<file path="src/rtl/noc_pkg.sv">
// Shared flit format for the XY-routed bufferless mesh: field widths, offsets,
// the packed flit struct and its constructor.
package noc_pkg;

   localparam int X_SIZE     = 2;
   localparam int Y_SIZE     = 2;
   localparam int DATA_W     = 8;
   localparam int DEST_W     = X_SIZE + Y_SIZE;
   localparam int SRC_W      = X_SIZE + Y_SIZE;
   localparam int DEST_Y_LSB = 0;
   localparam int DEST_X_LSB = Y_SIZE;
   localparam int SRC_LSB    = X_SIZE + Y_SIZE;
   localparam int DATA_LSB   = SRC_LSB + SRC_W;
   localparam int FLIT_W     = DATA_LSB + DATA_W;

   typedef enum logic {
      INJ_IDLE = 1'b0,
      INJ_SEND = 1'b1
   } inj_state_t;

   typedef struct packed {
      logic [DATA_W-1:0] data;
      logic [SRC_W-1:0]  src;
      logic [X_SIZE-1:0] dest_x;
      logic [Y_SIZE-1:0] dest_y;
   } flit_t;

   // dest and src are {x,y} pairs, exactly as they sit in the flit
   function automatic flit_t make_flit(input logic [DATA_W-1:0] data,
                                       input logic [SRC_W-1:0]  src,
                                       input logic [DEST_W-1:0] dest);
      flit_t f;
      f = '0;
      f[DEST_Y_LSB +: Y_SIZE] = dest[Y_SIZE-1:0];
      f[DEST_X_LSB +: X_SIZE] = dest[DEST_W-1:Y_SIZE];
      f[SRC_LSB +: SRC_W]     = src;
      f[DATA_LSB +: DATA_W]   = data;
      return f;
   endfunction

endpackage

</file>
<file path="src/rtl/noc_sync_fifo.sv">
// Small synchronous FIFO exposing the head and the entry behind it, so the
// reader can move straight on to the next entry in the cycle it pops.
module noc_sync_fifo #(
   parameter int WIDTH = 8,
   parameter int DEPTH = 4,
   localparam int AW   = $clog2(DEPTH)
) (
   input  logic             clk,
   input  logic             rstn,
   input  logic             i_push,
   input  logic [WIDTH-1:0] i_wdata,
   input  logic             i_pop,
   output logic [WIDTH-1:0] o_head,
   output logic [WIDTH-1:0] o_next,
   output logic             o_full,
   output logic             o_empty,
   output logic [AW:0]      o_cnt
);

   logic [WIDTH-1:0] r_mem [DEPTH];
   logic [AW-1:0]    r_wr_ptr;
   logic [AW-1:0]    r_rd_ptr;
   logic [AW:0]      r_cnt;
   logic [AW-1:0]    w_rd_nxt;
   logic             w_push;
   logic             w_pop;

   assign o_full   = (r_cnt == (AW+1)'(DEPTH));
   assign o_empty  = (r_cnt == '0);
   assign w_push   = i_push & ~o_full;
   assign w_pop    = i_pop & ~o_empty;
   assign w_rd_nxt = r_rd_ptr + AW'(1);
   assign o_head   = r_mem[r_rd_ptr];
   assign o_next   = r_mem[w_rd_nxt];
   assign o_cnt    = r_cnt;

   always_ff @(posedge clk) begin
      if (w_push) r_mem[r_wr_ptr] <= i_wdata;
   end

   // DEPTH is a power of two, so pointer wrap is the natural overflow
   always_ff @(posedge clk or negedge rstn) begin
      if (!rstn) begin
         r_wr_ptr <= '0;
         r_rd_ptr <= '0;
         r_cnt    <= '0;
      end else begin
         if (w_push) r_wr_ptr <= r_wr_ptr + AW'(1);
         if (w_pop)  r_rd_ptr <= w_rd_nxt;
         case ({w_push, w_pop})
            2'b10:   r_cnt <= r_cnt + (AW+1)'(1);
            2'b01:   r_cnt <= r_cnt - (AW+1)'(1);
            default: r_cnt <= r_cnt;
         endcase
      end
   end

endmodule

</file>
<file path="src/rtl/noc_pe_injector.sv">
// PE-side transmit interface: buffers result bytes and multicasts each one as a
// flit per configured destination. NI_INJ_STALL_CNT_EN adds a back-pressure counter.
module noc_pe_injector
   import noc_pkg::*;
#(
   parameter int x_coord     = 3,
   parameter int y_coord     = 1,
   parameter int x_size      = 2,
   parameter int y_size      = 2,
   parameter int data_width  = 8,
   parameter int total_width = 2*x_size + 2*y_size + data_width,
   parameter int fifo_depth  = 4,
   parameter int num_dest    = 4,
   parameter logic [num_dest*(x_size+y_size)-1:0] dest_list =
      {2'd3,2'd1, 2'd2,2'd3, 2'd1,2'd2, 2'd0,2'd0}
) (
   input  logic                          clk,
   input  logic                          rstn,
   input  logic [data_width-1:0]         i_res_data,
   input  logic                          i_res_valid,
   output logic                          o_res_ready,
   output logic [total_width-1:0]        o_data_sw,
   output logic                          o_valid_sw,
   input  logic                          i_ready_sw,
   output logic [$clog2(fifo_depth):0]   o_fifo_cnt,
`ifdef NI_INJ_STALL_CNT_EN
   output logic [15:0]                   o_stall_cnt,
`endif
   output logic                          o_busy
);

   localparam int DW = x_size + y_size;
   localparam int CW = $clog2(fifo_depth) + 1;
   localparam int IW = (num_dest > 1) ? $clog2(num_dest) : 1;
   localparam logic [DW-1:0] SRC = {x_coord[x_size-1:0], y_coord[y_size-1:0]};

   inj_state_t              r_state, w_state_next;
   logic [IW-1:0]           r_dest_idx, w_idx_next, w_fidx;
   logic                    r_valid, w_valid_next;
   logic [total_width-1:0]  r_data, w_flit;
   logic                    w_load, w_use_next, w_pop;
   logic [data_width-1:0]   w_head, w_next, w_fdata;
   logic [DW-1:0]           w_dest;
   logic                    w_full, w_empty;
   logic [CW-1:0]           w_cnt;

   noc_sync_fifo #(.WIDTH(data_width), .DEPTH(fifo_depth)) u_fifo (
      .clk     (clk),
      .rstn    (rstn),
      .i_push  (i_res_valid),
      .i_wdata (i_res_data),
      .i_pop   (w_pop),
      .o_head  (w_head),
      .o_next  (w_next),
      .o_full  (w_full),
      .o_empty (w_empty),
      .o_cnt   (w_cnt)
   );

   assign w_fdata = w_use_next ? w_next : w_head;
   assign w_dest  = dest_list[w_fidx*DW +: DW];

   generate
      if (x_size == X_SIZE && y_size == Y_SIZE && data_width == DATA_W) begin : g_pkg_flit
         assign w_flit = make_flit(w_fdata, SRC, w_dest);
      end else begin : g_gen_flit
         assign w_flit = {w_fdata, SRC, w_dest};
      end
   endgenerate

   always_comb begin
      w_state_next = r_state;
      w_idx_next   = r_dest_idx;
      w_valid_next = r_valid;
      w_load       = 1'b0;
      w_use_next   = 1'b0;
      w_fidx       = '0;
      w_pop        = 1'b0;
      case (r_state)
         INJ_IDLE: begin
            if (!w_empty) begin
               w_load       = 1'b1;
               w_valid_next = 1'b1;
               w_idx_next   = '0;
               w_state_next = INJ_SEND;
            end else begin
               w_valid_next = 1'b0;
            end
         end
         INJ_SEND: begin
            if (i_ready_sw) begin
               if (r_dest_idx != IW'(num_dest - 1)) begin
                  w_idx_next = r_dest_idx + IW'(1);
                  w_fidx     = r_dest_idx + IW'(1);
                  w_load     = 1'b1;
               end else begin
                  // last destination taken: retire the head, chain into the next one if present
                  w_pop      = 1'b1;
                  w_idx_next = '0;
                  if (w_cnt > CW'(1)) begin
                     w_load     = 1'b1;
                     w_use_next = 1'b1;
                  end else begin
                     w_valid_next = 1'b0;
                     w_state_next = INJ_IDLE;
                  end
               end
            end
         end
         default: w_state_next = INJ_IDLE;
      endcase
   end

   always_ff @(posedge clk or negedge rstn) begin
      if (!rstn) begin
         r_state    <= INJ_IDLE;
         r_dest_idx <= '0;
         r_valid    <= 1'b0;
         r_data     <= '0;
      end else begin
         r_state    <= w_state_next;
         r_dest_idx <= w_idx_next;
         r_valid    <= w_valid_next;
         if (w_load) r_data <= w_flit;
      end
   end

`ifdef NI_INJ_STALL_CNT_EN
   logic [15:0] r_stall_cnt;
   always_ff @(posedge clk or negedge rstn) begin
      if (!rstn)
         r_stall_cnt <= '0;
      else if (r_valid && !i_ready_sw && r_stall_cnt != 16'hFFFF)
         r_stall_cnt <= r_stall_cnt + 16'd1;
   end
   assign o_stall_cnt = r_stall_cnt;
`endif

   assign o_res_ready = ~w_full;
   assign o_data_sw   = r_data;
   assign o_valid_sw  = r_valid;
   assign o_fifo_cnt  = w_cnt;
   assign o_busy      = (r_state != INJ_IDLE) | ~w_empty;

endmodule

</file>
<file path="config.mk">
export PLATFORM = sky130hd
export DESIGN_NAME = noc_pe_injector
export DESIGN_NICKNAME = d
export VERILOG_FILES = /design/src/rtl/noc_pkg.sv /design/src/rtl/noc_sync_fifo.sv /design/src/rtl/noc_pe_injector.sv
export SDC_FILE = /design/constraint.sdc
export NUM_CORES = 1
export LEC_CHECK = 0
export ABC_AREA = 0
export ABC_CLOCK_PERIOD_IN_PS = 2100
export CORE_UTILIZATION = 55
export CTS_CLUSTER_DIAMETER = 150
export DETAILED_ROUTE_END_ITERATION = 8
export PLACE_DENSITY = 0.8
export SLEW_MARGIN = 25
export SYNTH_ARGS = -nofsm -noshare
export SYNTH_HDL_FRONTEND = slang
export SYNTH_SLANG_ARGS = --single-unit
</file>
<file path="constraint.sdc">
create_clock -name clk -period 2.1 [get_ports clk]
set_clock_uncertainty 0.05 [all_clocks]
set_input_delay 0.315 -clock clk [delete_from_list [all_inputs] [get_ports clk]]
set_output_delay 0.315 -clock clk [all_outputs]
set_load 0.02 [all_outputs]
</file>
After elaboration in Yosys (flattened, before gate mapping)
Memories as Yosys holds them, arrays and structs flattened. Cells that the tools add are included.

Register bits after elaboration: 26. Memories kept: 1. Memory bits (writable): 32. Input port bits: 12.

Memory list: u_fifo.r_mem (words 4, width 8, read ports 2, clocked after Yosys merged registers in 0, wr ports 1, line noc_sync_fifo.sv:20) `logic [WIDTH-1:0] r_mem [DEPTH];`.

Reductions and logical operators: 4. Equality and inequality tests: 8. Multiplexer cells: 27. Bitwise logic cells: 6. Add/subtract/negate cells: 5. Shift-type cells: 1. $lt $le $gt $ge: 1.

Operators with widths (number): $mux W1 (16); $shiftx A16 B5 Y4 const A (1); $mux W2 (5); $ne A2 B2 Y1 const B (5); $mux W8 (1); $add A2 B1 Y2 const B (3); $pmux W1 S2 (3); $pmux W3 S2 (1); $pmux W2 S2 (1); $add A3 B1 Y3 const B (1); $eq A3 B3 Y1 const B (1); $gt A3 B1 Y1 const B (1); $logic_not A3 Y1 (1); $not A1 Y1 (3); $reduce_and A3 Y1 (1); $sub A3 B1 Y3 const B (1); $and A1 B1 Y1 (2); $eq A2 B1 Y1 const B (1); $eq A2 B2 Y1 const B (1); $reduce_and A2 Y1 (1); $reduce_bool A2 Y1 (1); $or A1 B1 Y1 (1).

Longest topological paths before layout
Gate-level depths: netlist of the first run.

Word-level depth: 7. Gate-level depth with buffers: 9.

Modules after synthesis
A second synthesis of the first run with hierarchy kept.

Cells, all modules: 162. Area total of the unflattened synthesis: 2645.0 µm².

Modules (own cells, without submodules): noc_sync_fifo (cells an instance 89, instances 1, area an instance 1833.0 µm², sequential area each 1136.1 µm²); noc_pe_injector (cells an instance 73, instances 1, area an instance 812.0 µm², sequential area each 400.4 µm²).

Worst setup path after synthesis of the first run
Ideal clock, no wire load.

Kind: register to register. From: register u_fifo.r_cnt[0], in the netlist u_fifo.o_cnt[0]. To: register u_fifo.r_cnt[2], in the netlist u_fifo.o_cnt[2]. Arrival: 1.873 ns. Required time: 1.970 ns. Setup slack: 0.097 ns. Clock period less this slack: 2.003 ns. Cell stages (with the launch flop): 9. Library setup time: 0.080 ns. Cell sequence: dfrtp_1 > inv_1 > ha_1 > nand2_1 > and2_1 > inv_1 > ha_1 > nor2_1 > xnor2_1.

Cells in the longest elaborated chain, start to end: 5. Elaborated cells between the ends (all ways): 12.

Ends and longest elaborated chain: start: declaration (line noc_sync_fifo.sv:23) `logic [AW:0] r_cnt;`; start signal: assignment (line noc_sync_fifo.sv:51) `2'b10: r_cnt <= r_cnt + (AW+1)'(1);`; start signal: assignment (line noc_sync_fifo.sv:52) `2'b01: r_cnt <= r_cnt - (AW+1)'(1);`; start signal: assignment (line noc_sync_fifo.sv:53) `default: r_cnt <= r_cnt;`; $eq A3 B3 Y1 * (line noc_sync_fifo.sv:28) `assign o_full = (r_cnt == (AW+1)'(DEPTH));`; $not A1 Y1 *; via o_res_ready (line noc_pe_injector.sv:21) `output logic o_res_ready,`; $and A1 B1 Y1 * (line noc_sync_fifo.sv:30) `assign w_push = i_push & ~o_full;`; $eq A2 B1 Y1 or $eq A2 B2 Y1 (tied branches) (line noc_sync_fifo.sv:50) `case ({w_push, w_pop})`; $pmux W3 S2 or $reduce_bool A2 Y1 (tied branches).

Mark *: on every way through the listed nets, which the timed path passes. The rest lies on a longest branch. A chain may end at the register's enable or synchronous reset.

Worst setup path in the final report of the first run
From: register u_fifo.r_cnt[0], in the netlist u_fifo.o_cnt[0]. To: register u_fifo.r_cnt[2], in the netlist u_fifo.o_cnt[2].

Cells in the longest elaborated chain, start to end: 5. Elaborated cells between the ends (all ways): 12.

Ends and longest elaborated chain: $logic_not A3 Y1 * (line noc_sync_fifo.sv:29) `assign o_empty = (r_cnt == '0);`; $not A1 Y1 * (line noc_sync_fifo.sv:31) `assign w_pop = i_pop & ~o_empty;`; $and A1 B1 Y1 * (line noc_sync_fifo.sv:31); via u_fifo.w_pop (line noc_sync_fifo.sv:26) `logic w_pop;`; $eq A2 B1 Y1 or $eq A2 B2 Y1 (tied branches) (line noc_sync_fifo.sv:50); $pmux W3 S2 or $reduce_bool A2 Y1 (tied branches).

Marked as above.

==> impl_metrics.env, run 1 <==
export IMPL_synth_seq_cells=55
export IMPL_hold_violations=0
export IMPL_syn_area_sq_um=2661
export IMPL_min_period_ns=1.966
export IMPL_firstDrtPassIters=4
export IMPL_p_int_w=0.002890
export IMPL_synth_nets=185
export IMPL_p_leak_nw=1.230
export IMPL_p_comb_frac=0.486
export IMPL_layout_drive_gt1_share=0.2376
export IMPL_p_seq_frac=0.387
export IMPL_post_route_period_util=0.9361
export IMPL_outcome="finished clean"
export IMPL_antenna_cells=0
export IMPL_placed_area_sq_um=3048
export IMPL_synthArstFlopShare=0.4182
export IMPL_fin_cells=254
export IMPL_critPathRequiredTime_ns=2.25
export IMPL_clockBufferDepth=2
export IMPL_dp_cells=245
export IMPL_cts_max_level=2
export IMPL_drtIter0Drc=120
export IMPL_swShare=0.3371
export IMPL_grt_pass1_wl_um=7755
export IMPL_dp_hpwl_um=3258
export IMPL_worst_path_max_fanout=4
export IMPL_area_growth_pct=18.05
export IMPL_cp_arrival_ns=2.11
export IMPL_setup_viol=0
export IMPL_synthFlopType="edfxtp_1"
export IMPL_use_met3=0.04360
export IMPL_ant_nets=0
export IMPL_pwr_share_clk=0.127
export IMPL_synth_area_per_cell_sq_um=16.33
export IMPL_grt_most_used_layer="met2"
export IMPL_hp_class="in2async"
export IMPL_end_kind="register"
export IMPL_grt_max_degree=24
export IMPL_place_congestion=0.7422
export IMPL_ys_seq_area_frac=0.5773
export IMPL_use_met2=0.3651
export IMPL_worst_setup_path_type="reg2reg"
export IMPL_clk_root_buffer_cell="clkbuf_8"
export IMPL_port_buffers=32
export IMPL_cts_tree="built"
export IMPL_die_height_um=71.56
export IMPL_synth_cell_types=35
export IMPL_core_area_sq_um=4504
export IMPL_gr_total_overflow=0
export IMPL_maxSlewViolCount=0
export IMPL_clk_pin_slew_ns=0.09
export IMPL_first_global_vias=1604
export IMPL_finish_net_count=223
export IMPL_wl_per_cell_um=18.14
export IMPL_peakVddDrop_uv=716.5
export IMPL_fin_area_sq_um=3142
export IMPL_io_pin_count=34
export IMPL_grt_util_met1=0.2448
export IMPL_grt_setup_unrepaired="false"
export IMPL_drv_cap=0
export IMPL_clkLatencyLatePin_ns=0.30
export IMPL_die_x_um=71.56
export IMPL_yosysWarningCount=0
export IMPL_cts_hold_buf=0
export IMPL_rows=24
export IMPL_synthCells=163
export IMPL_layout_commonest_cell="edfxtp_1"
export IMPL_cts_sink_count=55
export IMPL_drc_errors=0
export IMPL_p_per_area_nw_per_um2=1387
export IMPL_fp_dieArea_sq_um=5121
export IMPL_p_sw_w=0.001469
export IMPL_cp_start_kind="register"
export IMPL_fin_tns_setup_ns=0
export IMPL_viasPerCell=5.850
export IMPL_max_freq_mhz=508.7
export IMPL_wl_um=4608
export IMPL_start_util=0.5908
export IMPL_cts_buffers=5
export IMPL_final_cell_mix="32 x edfxtp_1, 30 x clkdlybuf4s50_1, 23 x dfrtp_1"
export IMPL_synth_edf_count=32
export IMPL_num_fill_cells=303
export IMPL_vias=1486
export IMPL_post_route_util=0.6975
export IMPL_antenna_found_initial=0
export IMPL_grtUsageTotal=0.2039
==> routing by layer <==
layer / vias to the layer above / wire length [um]
met4: 0 / 72
li1: 689 / -
met3: 6 / 177
met1: 752 / 1924
met5: - / 0
met2: 39 / 2434
==> worst max-delay path, stage by stage, from the launching register on <==
cell and delay (ns):
dfrtp_1 0.41, inv_1 0.08, ha_1 0.21, nor2b_2 0.16, buf_4 0.14, nor2_2 0.15
ha_2 0.22, mux2i_1 0.23, nor2_1 0.09, xnor2_1 0.12
==> Yosys cell counts, types with 2 or more instances <==
| cell type | number | area [sq um] |
|---|---|---|
| edfxtp_1 | 32 | 960.9 |
| nand2_1 | 6 | 22.52 |
| inv_1 | 7 | 26.28 |
| buf_2 | 3 | 15.01 |
| mux4_1 | 8 | 210.2 |
| ha_1 | 10 | 125.1 |
| o21bai_1 | 2 | 15.01 |
| nand2b_1 | 2 | 12.51 |
| nor2_1 | 2 | 7.510 |
| dfrtp_1 | 23 | 575.6 |
| mux2_2 | 17 | 191.4 |
| o21ai_0 | 5 | 25.02 |
| buf_4 | 4 | 30.03 |
| nor2b_1 | 3 | 18.77 |
| xnor2_1 | 5 | 43.79 |
| a21o_1 | 2 | 15.01 |
| clkbuf_1 | 2 | 7.510 |
| mux4_2 | 8 | 180.2 |
| and3_1 | 6 | 37.54 |
==> repair_timing <==
| item | in CTS | in global routing |
|---|---|---|
| buffers inserted | 0 | 1 |
| resized for setup | 2 | 7 |
| endpoints found under the setup margin | 2 | 11 |
| cloned | 0 | 0 |
==> per-stage QoR <==
stage	setup slack [ns]	total power (W)	hold WS, ns
floorplan	0.09672	0.003138	-0.03059
finish	0.1342	0.004359	0.3247
CTS	0.02068	0.004374	0.3182
detailed placement	0.06822	0.003825	0.4207
global placement	0.1295	0.003701	0.4107
global route	0.03426	0.004638	0.3274
==> power by group through the flow <==
stage | Clock [W] | Combinational, W | Sequential [W]
floorplan | 0 | 0.00130 | 0.00184
global placement | 0 | 0.00202 | 0.00168
detailed placement | 0 | 0.00211 | 0.00171
CTS | 0.000567 | 0.00212 | 0.00169
global route | 0.000614 | 0.00230 | 0.00173
finish | 0.000552 | 0.00212 | 0.00169
==> sequential cells by signal, indices dropped and copies added (netlist names) <==
name	flops
o_data_sw	12
o_valid_sw	1
r_dest_idx	2
r_state	1
u_fifo.o_cnt	3
u_fifo.r_mem	32
u_fifo.r_rd_ptr	2
u_fifo.r_wr_ptr	2
==> worst paths after layout <==
check / start / endpoint / slack, ns / cells past startpoint
setup / recovery: u_fifo.o_cnt[0] / u_fifo.o_cnt[2] / 0.13 / 9
hold / removal: rstn / o_data_sw[10] / 0.32 / 2
setup reg to reg: u_fifo.o_cnt[0] / u_fifo.o_cnt[2] / 0.13 / 9
hold reg to reg: o_data_sw[2] / o_data_sw[2] / 0.44 / 1
max in group asynchronous: rstn / o_data_sw[11] / 1.42 / 2
min in group clk: o_data_sw[2] / o_data_sw[2] / 0.44 / 1
==> kinds of logic after synthesis <==
logic type                 count (synthesis)  synth area share
and+or+nand+nor                           23           0.04561
adders and majority gates                 10           0.04701
other                                      1          0.001409
xor gates and xnor gates                   6           0.01975
buffers and inverters                     19           0.04701
DFF                                       55            0.5773
muxes                                     35            0.2266
AOI/OAI and AO/OA                         14           0.03526
==> final cells by class <==
type	instances	area (sq um)	share of cell area
clock buffer	7	76.32	0.02429
clock inverter	1	5.005	0.001593
inverter	7	26.28	0.008363
multi-input combinational	89	1011	0.3218
sequential	55	1536	0.4890
tap	52	65.06	0.02071
timing repair buffer	43	421.7	0.1342
Note: power is estimated with default switching activity, not from simulation.
==> run 2: changes to the inputs <==
- ABC_CLOCK_PERIOD_IN_PS: 2100 -> 1790
- CORE_UTILIZATION: 55 -> 49
- PLACE_DENSITY: 0.8 -> 0.76
- TNS_END_PERCENT: unset -> 50
- clock period: 2.1 -> 1.79 ns (I/O delays scaled with it)
==> run 2 against run 1 <==
Compared with the run above: the flow now finishes with violations (setup timing); register-to-register slack lost 0.16 ns; total power up 35%; non-clock buffer count up 20; flip-flop and latch count is the same; cell count rose by 15%; clock power is 26% higher; setup slack lost 0.16 ns; utilization decreased by 2.6 points; first-iteration DRC count decreased by 48%; combinational power up 50%.
==> impl_metrics.env, run 2 (synthesized netlist as in run 1, its figures left out) <==
export IMPL_layout_drive_gt1_share=0.4126
export IMPL_clk_pin_slew_ns=0.10
export IMPL_hp_class="in2async"
export IMPL_violations="setup timing"
export IMPL_antenna_cells=0
export IMPL_maxSlewViolCount=0
export IMPL_power_total_w=0.005870
export IMPL_dp_hpwl_um=3401
export IMPL_drtIter0Drc=63
export IMPL_grt_setup_unrepaired="true"
export IMPL_ant_nets=0
export IMPL_area_growth_pct=30.42
export IMPL_grt_max_degree=24
export IMPL_drv_cap=0
export IMPL_post_route_util=0.6710
export IMPL_clockBufferDepth=2
export IMPL_p_comb_frac=0.540
export IMPL_post_route_period_util=1.014
export IMPL_core_area_sq_um=5172
export IMPL_p_seq_frac=0.342
export IMPL_drc_errors=0
export IMPL_end_kind="register"
export IMPL_antenna_found_initial=0
export IMPL_wl_per_cell_um=17.66
export IMPL_r2r_setup_slack_ns=-0.03
export IMPL_critPathRequiredTime_ns=1.94
export IMPL_min_period_ns=1.816
export IMPL_vias=1597
export IMPL_largest_reg_flops=32
export IMPL_cts_sink_count=55
export IMPL_io_pin_count=34
export IMPL_p_leak_nw=1.368
export IMPL_die_x_um=75.70
export IMPL_firstDrtPassIters=4
export IMPL_wl_um=5175
export IMPL_finish_net_count=244
export IMPL_place_congestion=0.6650
export IMPL_holdWs_ns=0.2707
export IMPL_cp_start_kind="register"
export IMPL_port_buffers=32
export IMPL_rr_endpoint="o_data_sw[13]"
export IMPL_viasPerCell=5.451
export IMPL_swShare=0.3339
export IMPL_hold_violations=0
export IMPL_outcome="finished, violations left"
export IMPL_cp_arrival_ns=1.96
export IMPL_worst_path_max_fanout=8
export IMPL_cts_hold_buf=0
export IMPL_final_cell_mix="32 x edfxtp_1, 27 x clkdlybuf4s50_1, 24 x buf_4"
export IMPL_rows=26
export IMPL_setup_viol=6
export IMPL_cts_buffers=5
export IMPL_die_height_um=75.70
export IMPL_cts_tree="built"
export IMPL_gr_total_overflow=0
export IMPL_peakVddDrop_uv=767.7
export IMPL_worst_setup_path_type="reg2reg"
export IMPL_max_freq_mhz=550.8
export IMPL_p_sw_w=0.001960
export IMPL_p_per_area_nw_per_um2=1691
export IMPL_regMostFlops="u_fifo.r_mem"
export IMPL_p_int_w=0.003910
export IMPL_reg2reg_depth=4
export IMPL_grtUsageTotal=0.1750
export IMPL_num_fill_cells=340
export IMPL_pwr_share_clk=0.118
export IMPL_timing_rr_start="u_fifo.r_rd_ptr[0]"
export IMPL_fp_dieArea_sq_um=5730
export IMPL_layout_commonest_cell="edfxtp_1"
export IMPL_clkLatencyLatePin_ns=0.30
export IMPL_first_global_vias=1534
export IMPL_cts_max_level=2
export IMPL_grt_pass1_wl_um=7196
export IMPL_start_util=0.5145
export IMPL_clk_root_buffer_cell="clkbuf_8"
export IMPL_place_ws_ns=-0.3048
export IMPL_setup_slack_ns=-0.02565
[run 2: changes by cell type in the layout (fill, tap and decap cells not counted), moves of 3 or more]
cell | previous run | this run
clkdlybuf4s50_1 | 30 | 27
dfrtp_1 | 23 | 19
dfrtp_2 | 0 | 4
buf_4 | 9 | 24
buf_12 | 2 | 6
mux4_2 | 8 | 16
mux4_1 | 8 | 0
[run 2: worst max-delay path, cell delays in order, from the launching register on]
cell	delay, ns
dfrtp_2	0.44
clkbuf_16	0.18
mux4_2	0.51
mux2_2	0.27
mux2_2	0.25
[run 2: what timing repair did]
| action | CTS | global route |
|---|---|---|
| pin swaps | 1 | 4 |
| setup buffers | 2 | 3 |
| gates cloned | 0 | 2 |
| setup endpoints to repair | 17 | 14 |
| gates resized for setup | 20 | 22 |
[run 2: final cells by class]
| cell class | instances | area (sq um) | area share |
|---|---|---|---|
| Sequential cell | 55 | 1541 | 0.4441 |
| Multi-Input combinational cell | 90 | 1072 | 0.3089 |
| Timing Repair Buffer | 63 | 649.4 | 0.1871 |
| Tap cell | 70 | 87.58 | 0.02523 |
| Clock buffer | 7 | 86.33 | 0.02487 |
| Inverter | 7 | 28.78 | 0.008291 |
| Clock inverter | 1 | 5.005 | 0.001442 |
[run 2: how the worst max path moves through the flow]
| stage | startpoint | to | slack (ns) | depth (start not counted) |
|---|---|---|---|---|
| final | u_fifo.r_rd_ptr[0] | o_data_sw[13] | -0.03 | 4 |
| after global routing | u_fifo.o_cnt[0] | u_fifo.o_cnt[2] | -0.08 | 9 |
| after CTS | u_fifo.o_cnt[1] | u_fifo.o_cnt[2] | -0.06 | 10 |
| after detailed placement | u_fifo.o_cnt[1] | o_data_sw[10] | -0.30 | 6 |
| after global placement | u_fifo.o_cnt[1] | o_data_sw[11] | -0.22 | 6 |
| after floorplan | u_fifo.o_cnt[0] | u_fifo.o_cnt[2] | -0.03 | 8 |
[run 2: stage by stage]
step,instance area [sq um],instances,TNS (ns)
floorplan,2679,163,-0.2201
detailed placement,3243,278,-3.450
global placement,3243,278,-2.254
global route,3471,293,-0.5826
CTS,3356,288,-0.5094
finish,3471,293,-0.06138
[run 2: per-layer routing]
metal / wire length (um) / vias up / global-route usage
met5: 0 / - / 0
met1: 2109 / 821 / 0.2202
met2: 2877 / 41 / 0.3085
met4: 43 / 0 / 0.05761
li1: - / 731 / -
met3: 145 / 4 / 0.03042
[run 2: power groups by stage]
| stage | logic, W | clock network, W | registers, W |
|---|---|---|---|
| final | 0.00317 | 0.000693 | 0.00200 |
| after global routing | 0.00342 | 0.000757 | 0.00204 |
| after CTS | 0.00290 | 0.000705 | 0.00198 |
| after global placement | 0.00267 | 0 | 0.00197 |
| after floorplan | 0.00155 | 0 | 0.00217 |
| after detailed placement | 0.00280 | 0 | 0.00200 |
